## config.mk

```make
export PLATFORM = sky130hd
export DESIGN_NAME = meter_scheduler_flat
export DESIGN_NICKNAME = d
export VERILOG_FILES = /design/src/rtl/meter_scheduler_if.sv /design/src/rtl/meter_scheduler.sv /design/src/flat_wrapper.sv
export SDC_FILE = /design/constraint.sdc
export NUM_CORES = 1
export LEC_CHECK = 0
export ABC_AREA = 1
export CAP_MARGIN = 20
export CORE_UTILIZATION = 45
export DETAILED_ROUTE_END_ITERATION = 10
export GPL_ROUTABILITY_DRIVEN = 0
export GPL_TIMING_DRIVEN = 0
export PLACE_DENSITY = 0.68
export SLEW_MARGIN = 20
export SYNTH_ARGS = -nofsm -noshare
export SYNTH_HDL_FRONTEND = slang
export SYNTH_SLANG_ARGS = --single-unit
```

## constraint.sdc

```tcl
create_clock -name clk -period 6.4 [get_ports clk]
set_input_delay 0.64 -clock clk [delete_from_list [all_inputs] [get_ports clk]]
set_output_delay 0.64 -clock clk [all_outputs]
set_load 0.05 [all_outputs]
```

## src/rtl/meter_scheduler_if.sv

```systemverilog
// Button, tick and status bundle between the meter front panel and meter_scheduler.
// Signal prefixes are from the scheduler's point of view.
interface meter_scheduler_if;
  logic        i_tick20;
  logic        i_tick1;
  logic [3:0]  i_add_btn;
  logic        i_rst10_btn;
  logic        i_rst205_btn;
  logic [13:0] o_time_remain;
  logic        o_expired;
  logic        o_holding;
  logic [5:0]  o_pending;
  logic [5:0]  o_grant;

  modport master (
    output i_tick20, i_tick1, i_add_btn, i_rst10_btn, i_rst205_btn,
    input  o_time_remain, o_expired, o_holding, o_pending, o_grant
  );

  modport slave (
    input  i_tick20, i_tick1, i_add_btn, i_rst10_btn, i_rst205_btn,
    output o_time_remain, o_expired, o_holding, o_pending, o_grant
  );
endinterface

```

## src/rtl/meter_scheduler.sv

```systemverilog
// Remaining-time owner for the traffic meter: queues button presses, serves one per
// 20 Hz slot with fixed priority and merges them with the 1 Hz countdown.
module meter_scheduler (
  input logic               clk,
  input logic               reset,
  meter_scheduler_if.slave  io_bus
);
  typedef enum logic [1:0] {StEmpty, StRun, StHold10, StHold205} state_e;

  localparam logic [13:0] MaxTime = 14'd9999;

  state_e      r_state, w_state_next;
  logic [13:0] r_time, w_time_next;
  logic [5:0]  r_prev, r_pending, r_grant;
  logic [5:0]  w_pending_next, w_grant_next, w_btn, w_edge, w_sel;
  logic [13:0] w_add_val, w_sat;
  logic [14:0] w_sum;
  logic        w_in_hold;

  assign w_btn  = {io_bus.i_rst205_btn, io_bus.i_rst10_btn, io_bus.i_add_btn};
  assign w_edge = w_btn & ~r_prev;

  // rst10 > rst205 > add550 > add200 > add180 > add10
  always_comb begin
    w_sel = '0;
    if      (r_pending[4]) w_sel[4] = 1'b1;
    else if (r_pending[5]) w_sel[5] = 1'b1;
    else if (r_pending[3]) w_sel[3] = 1'b1;
    else if (r_pending[2]) w_sel[2] = 1'b1;
    else if (r_pending[1]) w_sel[1] = 1'b1;
    else if (r_pending[0]) w_sel[0] = 1'b1;
  end

  always_comb begin
    w_add_val = 14'd0;
    if      (w_sel[3]) w_add_val = 14'd550;
    else if (w_sel[2]) w_add_val = 14'd200;
    else if (w_sel[1]) w_add_val = 14'd180;
    else if (w_sel[0]) w_add_val = 14'd10;
  end

  assign w_sum = {1'b0, r_time} + {1'b0, w_add_val};
  assign w_sat = (w_sum > {1'b0, MaxTime}) ? MaxTime : w_sum[13:0];

  always_comb begin
    w_state_next   = r_state;
    w_time_next    = r_time;
    w_grant_next   = '0;
    w_pending_next = r_pending;
    w_in_hold      = (r_state == StHold10) || (r_state == StHold205);

    if (io_bus.i_tick20) begin
      if (!w_in_hold) w_grant_next = w_sel;
      // A press on a bit already queued is dropped, even if that bit is served now.
      w_pending_next = (r_pending & ~w_grant_next) | (w_edge & ~r_pending);
    end

    unique case (r_state)
      StEmpty, StRun: begin
        if (w_grant_next[4]) begin
          w_time_next  = 14'd10;
          w_state_next = StHold10;
        end else if (w_grant_next[5]) begin
          w_time_next  = 14'd205;
          w_state_next = StHold205;
        end else if (|w_grant_next[3:0]) begin
          if (r_state == StEmpty) w_time_next = w_add_val;
          else                    w_time_next = w_sat - {13'd0, io_bus.i_tick1};
          w_state_next = StRun;
        end else if ((r_state == StRun) && io_bus.i_tick1) begin
          w_time_next = r_time - 14'd1;
          if (r_time == 14'd1) w_state_next = StEmpty;
        end
      end
      StHold10: begin
        if (io_bus.i_tick20 && !w_btn[4]) w_state_next = StRun;
      end
      StHold205: begin
        if (io_bus.i_tick20 && !w_btn[5]) w_state_next = StRun;
      end
    endcase
  end

  always_ff @(posedge clk) begin
    if (reset) begin
      r_state   <= StEmpty;
      r_time    <= 14'd0;
      r_prev    <= '0;
      r_pending <= '0;
      r_grant   <= '0;
    end else begin
      r_state   <= w_state_next;
      r_time    <= w_time_next;
      r_pending <= w_pending_next;
      r_grant   <= w_grant_next;
      if (io_bus.i_tick20) r_prev <= w_btn;
    end
  end

  assign io_bus.o_time_remain = r_time;
  assign io_bus.o_expired     = (r_state == StEmpty);
  assign io_bus.o_holding     = (r_state == StHold10) || (r_state == StHold205);
  assign io_bus.o_pending     = r_pending;
  assign io_bus.o_grant       = r_grant;
endmodule

```

## src/flat_wrapper.sv

```systemverilog
// flat-port wrapper written by rule: the top's interface ports become plain ports
module meter_scheduler_flat 
  (clk, reset, io_bus_i_tick20, io_bus_i_tick1, io_bus_i_add_btn, io_bus_i_rst10_btn, io_bus_i_rst205_btn, io_bus_o_time_remain, io_bus_o_expired, io_bus_o_holding, io_bus_o_pending, io_bus_o_grant);
  meter_scheduler_if io_bus_i ();
  input logic clk;
  input logic reset;
  input wire logic [$bits(io_bus_i.i_tick20)-1:0] io_bus_i_tick20;
  input wire logic [$bits(io_bus_i.i_tick1)-1:0] io_bus_i_tick1;
  input wire logic [$bits(io_bus_i.i_add_btn)-1:0] io_bus_i_add_btn;
  input wire logic [$bits(io_bus_i.i_rst10_btn)-1:0] io_bus_i_rst10_btn;
  input wire logic [$bits(io_bus_i.i_rst205_btn)-1:0] io_bus_i_rst205_btn;
  output wire logic [$bits(io_bus_i.o_time_remain)-1:0] io_bus_o_time_remain;
  output wire logic [$bits(io_bus_i.o_expired)-1:0] io_bus_o_expired;
  output wire logic [$bits(io_bus_i.o_holding)-1:0] io_bus_o_holding;
  output wire logic [$bits(io_bus_i.o_pending)-1:0] io_bus_o_pending;
  output wire logic [$bits(io_bus_i.o_grant)-1:0] io_bus_o_grant;
  assign io_bus_i.i_tick20 = io_bus_i_tick20;
  assign io_bus_i.i_tick1 = io_bus_i_tick1;
  assign io_bus_i.i_add_btn = io_bus_i_add_btn;
  assign io_bus_i.i_rst10_btn = io_bus_i_rst10_btn;
  assign io_bus_i.i_rst205_btn = io_bus_i_rst205_btn;
  assign io_bus_o_time_remain = io_bus_i.o_time_remain;
  assign io_bus_o_expired = io_bus_i.o_expired;
  assign io_bus_o_holding = io_bus_i.o_holding;
  assign io_bus_o_pending = io_bus_i.o_pending;
  assign io_bus_o_grant = io_bus_i.o_grant;
  meter_scheduler u_core (.clk(clk), .reset(reset), .io_bus(io_bus_i));
endmodule
```

==> flow_metrics.tcl, run 1 <==
set metrics [dict create \
    antenna_cells 0 \
    cts.clk_slew.worst_paths_ps 70 \
    violations "DRC" \
    ys_types 41 \
    yosysWarnings 0 \
    globalRouteOverflowTotal 0 \
    first_iter_violations 221 \
    hold_path.class "reg -> reg" \
    wl_mm 9.039 \
    synth_top_area_share_pct 22.34 \
    clock_sinks 34 \
    cts_made_buffers 5 \
    nFillCells 667 \
    p_leak_nw 1.702 \
    grt_max_degree 11 \
    die_h_um 84.28 \
    syn_inst 514 \
    timing.hold.ws_ps 463.7 \
    p_per_area_nw_per_um2 327.5 \
    setup_viol 0 \
    crit_path_top_delay_cell "nor2_1" \
    multi_input_area_sq_um 1982 \
    wl_per_cell_um 14.26 \
    final_cell_area_sq_um 3582 \
    ys_ff_latch 34 \
    critPathArrivalTime_ps 5190 \
    antenna_found_initial 0 \
    end_kind "flop" \
    final_layout_size_suffix_gt1_share_pct 8.438 \
    dr.pass1.iters 8 \
    port_buffers 36 \
    ys_seq_area_share_pct 22.34 \
    status "complete, but fails checks" \
    cp_max_fo 10 \
    dpl_cell_area_sq_um 3503 \
    grt_pass1_wl_mm 14.82 \
    grt_pass1_vias 3098 \
    viasPerCell 5.360 \
    slew_headroom_pct 46.40 \
    path_delay_family "simple AND/OR/NAND/NOR gates" \
    drc 2 \
    cts_buffer_depth 2 \
    core_sq_um 6459 \
    syn_area_per_cell_sq_um 5.927 \
    cts-root-buf "clkbuf_8" \
    start_util_pct 47.17 \
    syn-cell-area_sq_um 3047 \
    critPathRequiredTime_ps 6550 \
    fp.dieW_um 84.28 \
    tritoncts "yes" \
    tightest_slew_ps 801.0 \
    die-area_sq_um 7103 \
    grtUsageTotal_pct 26.18 \
    fmax_ghz 0.1982 \
    period_minus_slack_ps 5047 \
    cts_resized 0 \
    crit_buf_inv 8 \
    nets 580 \
    place_hpwl_mm 7.153 \
    peakVddDrop_uv 190.0 \
    syn_nets 537 \
    synth_edf_count 0 \
    worstSetupStartpointType "flop" \
    clock_skew_ps 14.12 \
    cts_setup_buffers 0 \
    ys_top_cells_by_count "nand2_1, inv_1, nor2_1, nand3_1, dfxtp_1" \
    rsz0062_at_grt "false" \
    hold_viol_final 0 \
    fin_crit_sh_pct 78.85 \
    post-synth-top-count-cell "nand2_1" \
    rows 29 \
    pin_count 38 \
    tns_ps 0 \
    async_flop_share_pct 0 \
    slowest_delay_ps 380 \
    cts_hold_buffers 0 \
    cap_violations 0 \
    slew_violations 0 \
    vias 3398 \
    clock_latency_ps 290 \
    yosys.area.top_type "dfxtp_1" \
    synth.area.top_cells "dfxtp_1, nand2_1, nand3_1" \
    worstSetupPathType "reg -> reg" \
    cts_max_level 2 \
    final-seq-area_sq_um 680.7 \
    cpMostUsedCell "nand2_1" \
    ant_nets 0 \
    synth_ff_type "dfxtp_1" \
    area_growth_pct 17.58 \
    rrSetupSlack_ps 1350 \
]
metal layers:
| metal | up-vias | track usage [%] | wire length, um |
|---|---|---|---|
| met1 | 1540 | 35.59 | 4327 |
| met4 | 0 | 8.150 | 219 |
| li1 | 1737 | - | - |
| met5 | - | 0 | 0 |
| met2 | 102 | 42.32 | 3962 |
| met3 | 19 | 4.425 | 529 |
worst paths after layout:
kind / startpoint / depth (start not counted) / endpoint
setup / recovery: u_core.io_bus.o_pending[4] / 35 / u_core.io_bus.o_time_remain[7]
hold / removal: u_core.r_prev[4] / 2 / u_core.r_prev[4]
setup reg to reg: u_core.io_bus.o_pending[4] / 35 / u_core.io_bus.o_time_remain[7]
hold reg to reg: u_core.r_prev[4] / 2 / u_core.r_prev[4]
area by class of cell:
type / count / area share (%)
buffer: 13 / 2.864
clock buffer: 5 / 1.921
clock inverter: 2 / 0.2794
inverter: 75 / 7.859
multi-input combinational: 392 / 55.33
sequential: 34 / 19.00
tap: 77 / 2.689
timing repair buffer: 36 / 10.06
worst reg2reg max path, delay by kind of cell (launching register included):
| family | cells | cell delay, ps |
|---|---|---|
| simple gates | 22 | 2660 |
| buf+inv | 8 | 930 |
| flops | 1 | 340 |
| fa+ha+maj | 3 | 740 |
| compound gates | 2 | 270 |
metrics by stage:
stage	util (%)	std cells	total power, mW	setup slack (ps)
6_report	55.46	634	1.173	1354
3_3_place_gp	54.24	627	0.9987	1566
3_5_place_dp	54.24	627	1.008	1452
4_1_cts	55.46	634	1.163	1422
5_1_grt	55.46	634	1.266	826.2
2_1_floorplan	-	514	0.8329	2257
report_power, final:
| part | leakage (nW) | internal (mW) | switching (mW) |
|---|---|---|---|
| sequential | 0.279 | 0.240 | 0.0402 |
| clock | 0.0438 | 0.0731 | 0.0821 |
| combinational | 1.38 | 0.251 | 0.487 |
sequential cells by signal, summed over array words and instances (netlist names):
signal and cells:
u_core.io_bus.o_time_remain 14, u_core.io_bus.o_grant 6, u_core.io_bus.o_pending 6, u_core.r_prev 6
u_core.r_state 2
cell usage in the layout (no fill, tap or decap), types with 11 or more instances in the layout:
cell type,n
nor2_1,64
clkdlybuf4s50_1,36
o21ai_0,19
a21oi_1,24
nand2_1,143
dfxtp_1,34
ha_1,12
inv_1,70
nor3_1,11
nand3_1,60
kinds of logic (layout without fill, tap and decap cells):
logic type                 after synthesis  count (layout)  share of synthesized area [%]
DFF                                     34              34                          22.34
and+or+nand+nor                        309             309                          44.97
adders and majority gates               13              13                          5.585
xor gates and xnor gates                 7               7                          2.012
AOI/OAI and AO/OA                       63              63                          12.48
buffers and inverters                   88             131                          12.61
(Power assumes the default switching activity.)
==> run 2, diff against run 1 <==
--- a/config.mk
+++ b/config.mk
@@ -11,7 +11,7 @@
 export DETAILED_ROUTE_END_ITERATION = 10
 export GPL_ROUTABILITY_DRIVEN = 0
 export GPL_TIMING_DRIVEN = 0
-export PLACE_DENSITY = 0.68
+export PLACE_DENSITY = 0.7
 export SLEW_MARGIN = 20
 export SYNTH_ARGS = -nofsm -noshare
 export SYNTH_HDL_FRONTEND = slang
==> constraint.sdc (replaced) <==
create_clock -name clk -period 4.05 [get_ports clk]
set_input_delay 0.405 -clock clk [delete_from_list [all_inputs] [get_ports clk]]
set_output_delay 0.405 -clock clk [all_outputs]
set_load 0.05 [all_outputs]
==> run 2 against run 1 <==
  * The flow finishes with violations (DRC, setup timing)
  * Power grew 85%
  * Final area increased by 20%
  * Core utilization grew 11 points
  * Worst setup slack worse by 1600 ps
  * Register-to-register slack got worse by 1600 ps
  * Clock skew is 8.1 ps lower
  * Fmax increased by 17%
  * Count of clock-buffer cells in the layout rose by 1
  * Non-clock buffer count rose by 56
  * Routed wire length rose by 16%
  * Flip-flop and latch count unchanged
  * First-iteration DRC count is 46% higher
==> flow_metrics.tcl, run 2 (synthesis gave the netlist of run 1 again) <==
set metrics [dict create \
    clock_sinks 34 \
    hold_path.class "reg -> reg" \
    busiest_layer "met2" \
    wl_mm 10.45 \
    die-area_sq_um 7103 \
    place_hpwl_mm 7.056 \
    mostFrequentLayoutCell "nand2_1" \
    setup_viol 13 \
    start_util_pct 47.17 \
    crit_path_top_delay_cell "dfxtp_4" \
    p_leak_nw 2.010 \
    die_h_um 84.28 \
    rows 29 \
    p_per_area_nw_per_um2 503.7 \
    slew_headroom_pct 44.31 \
    tightest_slew_ps 832.3 \
    slowest_delay_ps 360 \
    mostFrequentLayoutCells "nand2_1, inv_1, buf_4, nor2_1, nand3_1" \
    dp_cells 627 \
    cp_max_fo 5 \
    slew_violations 0 \
    wl_per_cell_um 15.15 \
    drc 2 \
    nFillCells 563 \
    period_minus_slack_ps 4307 \
    globalRouteOverflowTotal 0 \
    grtUsageTotal_pct 27.88 \
    worstSetupStartpointType "flop" \
    first_iter_violations 322 \
    dr.pass1.iters 8 \
    final_layout_size_suffix_gt1_share_pct 26.92 \
    grt_max_degree 11 \
    critPathRequiredTime_ps 4200 \
    utilization_pct 66.72 \
    final-seq-area_sq_um 690.7 \
    peakVddDrop_uv 300.2 \
    met1_usage_pct 33.49 \
    cts_made_buffers 5 \
    worstSetupPathType "reg -> reg" \
    cts-root-buf "clkbuf_8" \
    cts_buffer_depth 2 \
    cts_hold_buffers 0 \
    core_sq_um 6459 \
    rsz0062_at_grt "true" \
    clock_skew_ps 5.976 \
    status "complete, but fails checks" \
    gr-usage-met3_pct 4.130 \
    largest_register_ffs 14 \
    grt_pass1_wl_mm 15.68 \
    use_met2_pct 49.33 \
    ant_nets 0 \
    hold_viol_final 0 \
    cts.clk_slew.worst_paths_ps 70 \
    fp.dieW_um 84.28 \
    p_total_mw 2.170 \
    end_kind "flop" \
    vias 3776 \
    viasPerCell 5.472 \
    place_ws_ps -781.4 \
    timing.hold.ws_ps 466.1 \
    violations "DRC, setup timing" \
    critPathArrivalTime_ps 4460 \
    rrSetupSlack_ps -260 \
    fin_cells 690 \
    antenna_cells 0 \
    nets 636 \
    cap_violations 0 \
    tritoncts "yes" \
    grt_pass1_vias 3408 \
    pin_count 38 \
    fmax_ghz 0.2322 \
    setup_ws_ps -257.0 \
    multi_input_area_sq_um 2231 \
    area_growth_pct 41.44 \
    port_buffers 36 \
    fin_crit_sh_pct 106.3 \
    clock_latency_ps 280 \
    cts_max_level 2 \
    antenna_found_initial 0 \
]
==> run 2: area by class of cell <==
cell class,instances,area share [%]
Tap cell,77,2.236
Timing Repair Buffer,92,18.12
Sequential cell,34,16.03
Buffer,13,2.468
Multi-Input combinational cell,392,51.77
Inverter,75,6.765
Clock buffer,6,1.916
Clock inverter,1,0.6969
==> run 2: final timing paths <==
kind,end,cells after the start,start
max,u_core.io_bus.o_time_remain[5],31,u_core.io_bus.o_pending[4]
min,u_core.r_prev[1],2,u_core.r_prev[1]
max reg2reg,u_core.io_bus.o_time_remain[5],31,u_core.io_bus.o_pending[4]
min reg2reg,u_core.r_prev[1],2,u_core.r_prev[1]
==> run 2: timing repair <==
action                     4_1_cts  5_1_grt
gates resized for setup         47       33
pin swaps                       27       25
buffers inserted                50        9
setup endpoints to repair       14       13
==> run 2: worst max-delay path: cells and delay by family (launching register included) <==
| kind | cells | cell delay [ps] |
|---|---|---|
| simple gates | 19 | 2270 |
| fa+ha+maj | 3 | 690 |
| buf+inv | 7 | 660 |
| flops | 1 | 360 |
| compound gates | 2 | 220 |
==> run 2: power breakdown <==
group	total [mW]	switching (mW)	internal (mW)
Sequential	0.449	0.0693	0.380
Combinational	1.40	0.886	0.511
Clock	0.324	0.127	0.197
==> run 2: routing by layer <==
| layer | vias up | share of wire (%) |
|---|---|---|
| met4 | 0 | 4.5 |
| met5 | - | 0 |
| met1 | 1723 | 42 |
| met3 | 41 | 4.9 |
| li1 | 1859 | - |
| met2 | 153 | 49 |
==> run 2: through the flow <==
step | area [sq um] | TNS, ps
after floorplan | 3050 | 0
after global placement | 3507 | -6759
after detailed placement | 3507 | -8138
after CTS | 4109 | -96.15
after global routing | 4309 | -5097
final | 4309 | -1911
==> RTL edit 1: new RTL, settings of run 1 <==
Make the reset (`reset`) asynchronous in one clocked block.
--- a/src/rtl/meter_scheduler.sv
+++ b/src/rtl/meter_scheduler.sv
@@ -82,5 +82,5 @@
   end
 
-  always_ff @(posedge clk) begin
+  always_ff @(posedge clk or posedge reset) begin
     if (reset) begin
       r_state   <= StEmpty;
Check against the original RTL: differs if reset is asserted again (counterexample within 4 cycles, from zero or initial values and one cycle with reset high); with reset held inactive, the same outputs for 4 cycles.
==> RTL edit 1 against run 1 <==
  * Critical path depth is 2 lower
  * Maximum frequency is 5.1% higher
  * Design area is 3.5% higher
  * Largest cell class unchanged
  * Synthesized area is 3.2% higher
  * Sequential cell count stayed put
  * Non-clock buffer count is 2 lower
  * Sequential share of layout area is 4.0 points higher
  * Total power is 62% higher
  * Wire length is 3.1% lower
  * Setup slack better by 0.25 ns
==> RTL edit 1: results (changes against run 1) <==
stage	metric	value	unit	change
die	die width	85.59	um	was 84.28 um
logic_synthesis	gate count of the mapped netlist	520		was 514
layout	clock-cell share of area	2.465	%	was 2.200%
worst_setup_path	slowest CP cell	dfrtp_1		was nor2_1
timing	Hold WS	0.4869	ns	was 0.4637 ns
routing	routed wl met3	436	um	was 529 um
grt	vias in the first global route	3144		was 3098
worst_setup_path	CP endpoint	u_core.io_bus.o_time_remain[10]		was u_core.io_bus.o_time_remain[7]
grt	largest net degree at the start of global routing	35		was 11
worst_setup_path	R2R Path Start	u_core.io_bus.o_pending[5]		was u_core.io_bus.o_pending[4]
layout	Register Area	850.8	sq um	was 680.7 sq um
layout	fraction of cell area in non-clock buffers	11.48	%	was 12.92%
layout	Non-clk bufs	47		was 49
logic_synthesis	Main synth FF type	dfrtp_1		was dfxtp_1
grt	GRT Overall Usage	25.74	%	was 26.18%
run_status	status	finished clean		was finished with violations
logic_synthesis	Synth Area in Adders	5.412	%	was 5.585%
layout	number of multi-input combinational cells	395		was 392
logic_synthesis	post-synthesis sequential area ratio	27.06	%	was 22.34%
pwr	maximum vdd drop	0.3329	mV	was 0.1900 mV
logic_synthesis	count of cell types in the netlist	36		was 41
logic_synthesis	Post-Synth XOR/XNOR Area	2.189	%	was 2.012%
worst_setup_path	crit path DAT	4.99	ns	was 5.19 ns
grt	M2 GR Usage	43.35	%	was 42.32%
pwr	switching share of power	57.80	%	was 51.92%
placed_design	number of port buffers	37		was 36
logic_synthesis	Async S/R FF share, synth	100.0	%	was 0%
routing	wire length on met1	4005	um	was 4327 um
routing	via count	3413		was 3398
grt	first-pass GRT wire length	14720	um	was 14820 um
layout	filler cell count	685		was 667
placed_design	placed cell area	0.003615	sq mm	was 0.003503 sq mm
worst_setup_path	FF-to-FF End	u_core.io_bus.o_time_remain[10]		was u_core.io_bus.o_time_remain[7]
logic_synthesis	syn_nets	543		was 537
placed_design	placed insts	637		was 627
pwr	Static Leak	1.972	nW	was 1.702 nW
worst_setup_path	crit-path max cell delay	0.42	ns	was 0.38 ns
timing	crit share post-route	75.00	%	was 78.85%
timing	worst-case clock skew	0.009133	ns	was 0.01412 ns
grt	routing usage on met3	3.369	%	was 4.425%
worst_setup_path	reg2reg path depth	33		was 35
timing	max_slew headroom	50.01	%	was 46.40%
routing	met2 wire length	3992	um	was 3962 um
routing	Detailed Route Iter0 Violations	173		was 221
routing	WL/cell	13.58	um	was 14.26 um
worst_hold_path	Worst Hold End	u_core.r_prev[4]		unchanged
layout	Non-clk invs	81		was 75
placed_design	HPWL after DPL	6958	um	was 7153 um
logic_synthesis	Compound-Gate Fraction of Synth Area	9.471	%	was 12.48%
layout	FFs & Latches	34		unchanged
layout	area delta synth->final	17.87	%	was 17.58%
routing	Initial DRT Pass Iterations	5		was 8
logic_synthesis	top cells by area, synth	dfrtp_1, nand2_1, inv_1		was dfxtp_1, nand2_1, nand3_1
layout	Nets	587		was 580
[RTL edit 1: changes by cell type after synthesis, sizes merged, moves of 3 or more]
cell and delta:
a31oi +3, nand3 -9, a211oi -3, nor2 -8, nor3 -3, nand4 +6, nand2 +23, o21ai +5
a21oi -7, inv +5, dfrtp +34, dfxtp -34, buf -4
[RTL edit 1: logic make-up after synthesis]
family | count (synthesis)
buffers and inverters | 91
AO/OA/AOI/OAI | 55
flip-flops | 34
XOR/XNOR | 7
adder cells (fa/ha/maj) | 13
AND/OR/NAND/NOR | 320
[RTL edit 1: power groups by stage]
stage / clock, mW / sequential (mW) / combinational (mW)
after detailed placement: 0 / 0.368 / 1.35
final: 0.168 / 0.366 / 1.37
after global placement: 0 / 0.367 / 1.34
after CTS: 0.174 / 0.366 / 1.36
after global routing: 0.182 / 0.376 / 1.53
after floorplan: 0 / 0.521 / 0.849
==> RTL edit 2: new RTL, config.mk and constraints of run 1 <==
Without the edit above. The localparam `MaxTime` goes from 14'd9999 to 14'd7499.
--- a/src/rtl/meter_scheduler.sv
+++ b/src/rtl/meter_scheduler.sv
@@ -8,5 +8,5 @@
   typedef enum logic [1:0] {StEmpty, StRun, StHold10, StHold205} state_e;
 
-  localparam logic [13:0] MaxTime = 14'd9999;
+  localparam logic [13:0] MaxTime = 14'd7499;
 
   state_e      r_state, w_state_next;
Behaviour: no difference found for any inputs over 4 cycles, from zero or initial values and one cycle with reset high; that may be too few to reach the edited logic, so the function may still have changed.
==> RTL edit 2 against run 1 <==
  * Final cell count decreased by 2.8%
  * Die area decreased by 1.2%
  * Synthesized area decreased by 1.2%
  * Wire length decreased by 6.0%
  * Design area increased by 0.35%
  * Setup slack improved by 0.70 ns
  * Core utilization increased by 0.83 points
  * Clock skew decreased by 0.0088 ns
  * Total power increased by 8.6%
  * Synthesized cell count decreased by 3.5%
  * Via count decreased by 4.0%
  * Sequential cell count unchanged
==> RTL edit 2: results (changes against run 1) <==
stage	metric	value	unit	change
placed_design	placed insts	608		was 627
worst_hold_path	HP Start	u_core.r_prev[1]		was u_core.r_prev[4]
worst_setup_path	crit-path max cell delay	0.40	ns	was 0.38 ns
routing	Detailed Route Iter0 Violations	231		was 221
layout	diodes inserted	0		unchanged
worst_hold_path	Worst Hold End	u_core.r_prev[1]		was u_core.r_prev[4]
routing	Via density	5.297		was 5.360
logic_synthesis	count of cell types in the netlist	43		was 41
layout	Nets	561		was 580
layout	max FFs per register	14		unchanged
placed_design	number of port buffers	35		was 36
worst_setup_path	reg2reg path depth	27		was 35
routing	Total Routed Length	8495	um	was 9039 um
placed_design	placed cell area	0.003457	sq mm	was 0.003503 sq mm
grt	first-pass GRT wire length	13880	um	was 14820 um
worst_setup_path	crit path DAT	4.56	ns	was 5.19 ns
timing	max_slew headroom	44.86	%	was 46.40%
grt	GRT Overall Usage	24.86	%	was 26.18%
placed_design	HPWL after DPL	6815	um	was 7153 um
pwr	maximum vdd drop	0.1977	mV	was 0.1900 mV
worst_setup_path	Crit Path Max Fanout	8		was 10
layout	footprint of the multi-input gates	0.001964	sq mm	was 0.001982 sq mm
worst_hold_path	worst min path class	register to register		unchanged
worst_setup_path	FF-to-FF End	u_core.io_bus.o_time_remain[13]		was u_core.io_bus.o_time_remain[7]
grt	vias in the first global route	2953		was 3098
routing	WL/cell	13.79	um	was 14.26 um
layout	share of cells above drive strength 1	9.091	%	was 8.438%
run_status	status	finished clean		was finished with violations
logic_synthesis	syn_nets	519		was 537
logic_synthesis	top cells by area, synth	dfxtp_1, nand2_1, inv_1		was dfxtp_1, nand2_1, nand3_1
grt	largest net degree at the start of global routing	13		was 11
routing	Initial DRT Pass Iterations	5		was 8
worst_setup_path	r2r setup slk	2.05	ns	was 1.35 ns
routing	ANT nets after route	0		unchanged
timing	worst-case clock skew	0.005291	ns	was 0.01412 ns
logic_synthesis	post-synthesis sequential area ratio	22.61	%	was 22.34%
layout	filler cell count	684		was 667
logic_synthesis	gate count of the mapped netlist	496		was 514
logic_synthesis	most frequent cells after synthesis	nand2_1, inv_1, nor2_1		unchanged
pwr	Static Leak	1.717	nW	was 1.702 nW
worst_setup_path	slowest CP cell	fa_1		was nor2_1
-- RTL edit 2: worst min-delay path: stages (launching register included) --
cell and delay (ns):
dfxtp_1 0.31, nand2_1 0.06, a21oi_1 0.05
-- RTL edit 2: metal layers --
metal	up-vias	global-route usage, %	wire length (um)
met4	0	8.783	229
li1	1678	-	-
met3	21	4.550	481
met5	-	0	0
met2	107	42.20	3980
met1	1457	31.43	3803
-- RTL edit 2: cells by family (layout without fill, tap and decap cells) --
group                      Yosys count  after routing  share of synthesized area (%)
xor gates and xnor gates             7              7                          2.536
AOI/OAI and AO/OA                   60             60                          11.47
DFF                                 34             34                          22.61
adders and majority gates           13             13                          5.652
and+or+nand+nor                    291            291                          45.59
buffers and inverters               91            134                          12.14
-- RTL edit 2: through the flow --
stage / hold slack [ns] / power [mW] / setup slack (ns)
after floorplan: 0.4389 / 0.8453 / 2.570
after global placement: 0.4481 / 1.011 / 2.119
after detailed placement: 0.4539 / 1.022 / 2.072
final: 0.4672 / 1.274 / 2.054
after CTS: 0.4664 / 1.269 / 2.045
after global routing: 0.4889 / 1.371 / 1.578
-- RTL edit 2: power breakdown --
group / leakage (nW) / internal, mW / total (mW) / switching (mW)
sequential: 0.279 / 0.240 / 0.285 / 0.0447
clock: 0.0683 / 0.156 / 0.244 / 0.0874
combinational: 1.37 / 0.251 / 0.746 / 0.494
-- RTL edit 2: area by class of cell --
cell class / count / area share, %
buffer: 11 / 1.740
sequential: 34 / 18.93
inverter: 80 / 8.423
clock inverter: 3 / 1.914
clock buffer: 5 / 1.914
multi-input combinational: 371 / 54.65
timing repair buffer: 35 / 9.746
tap: 77 / 2.680
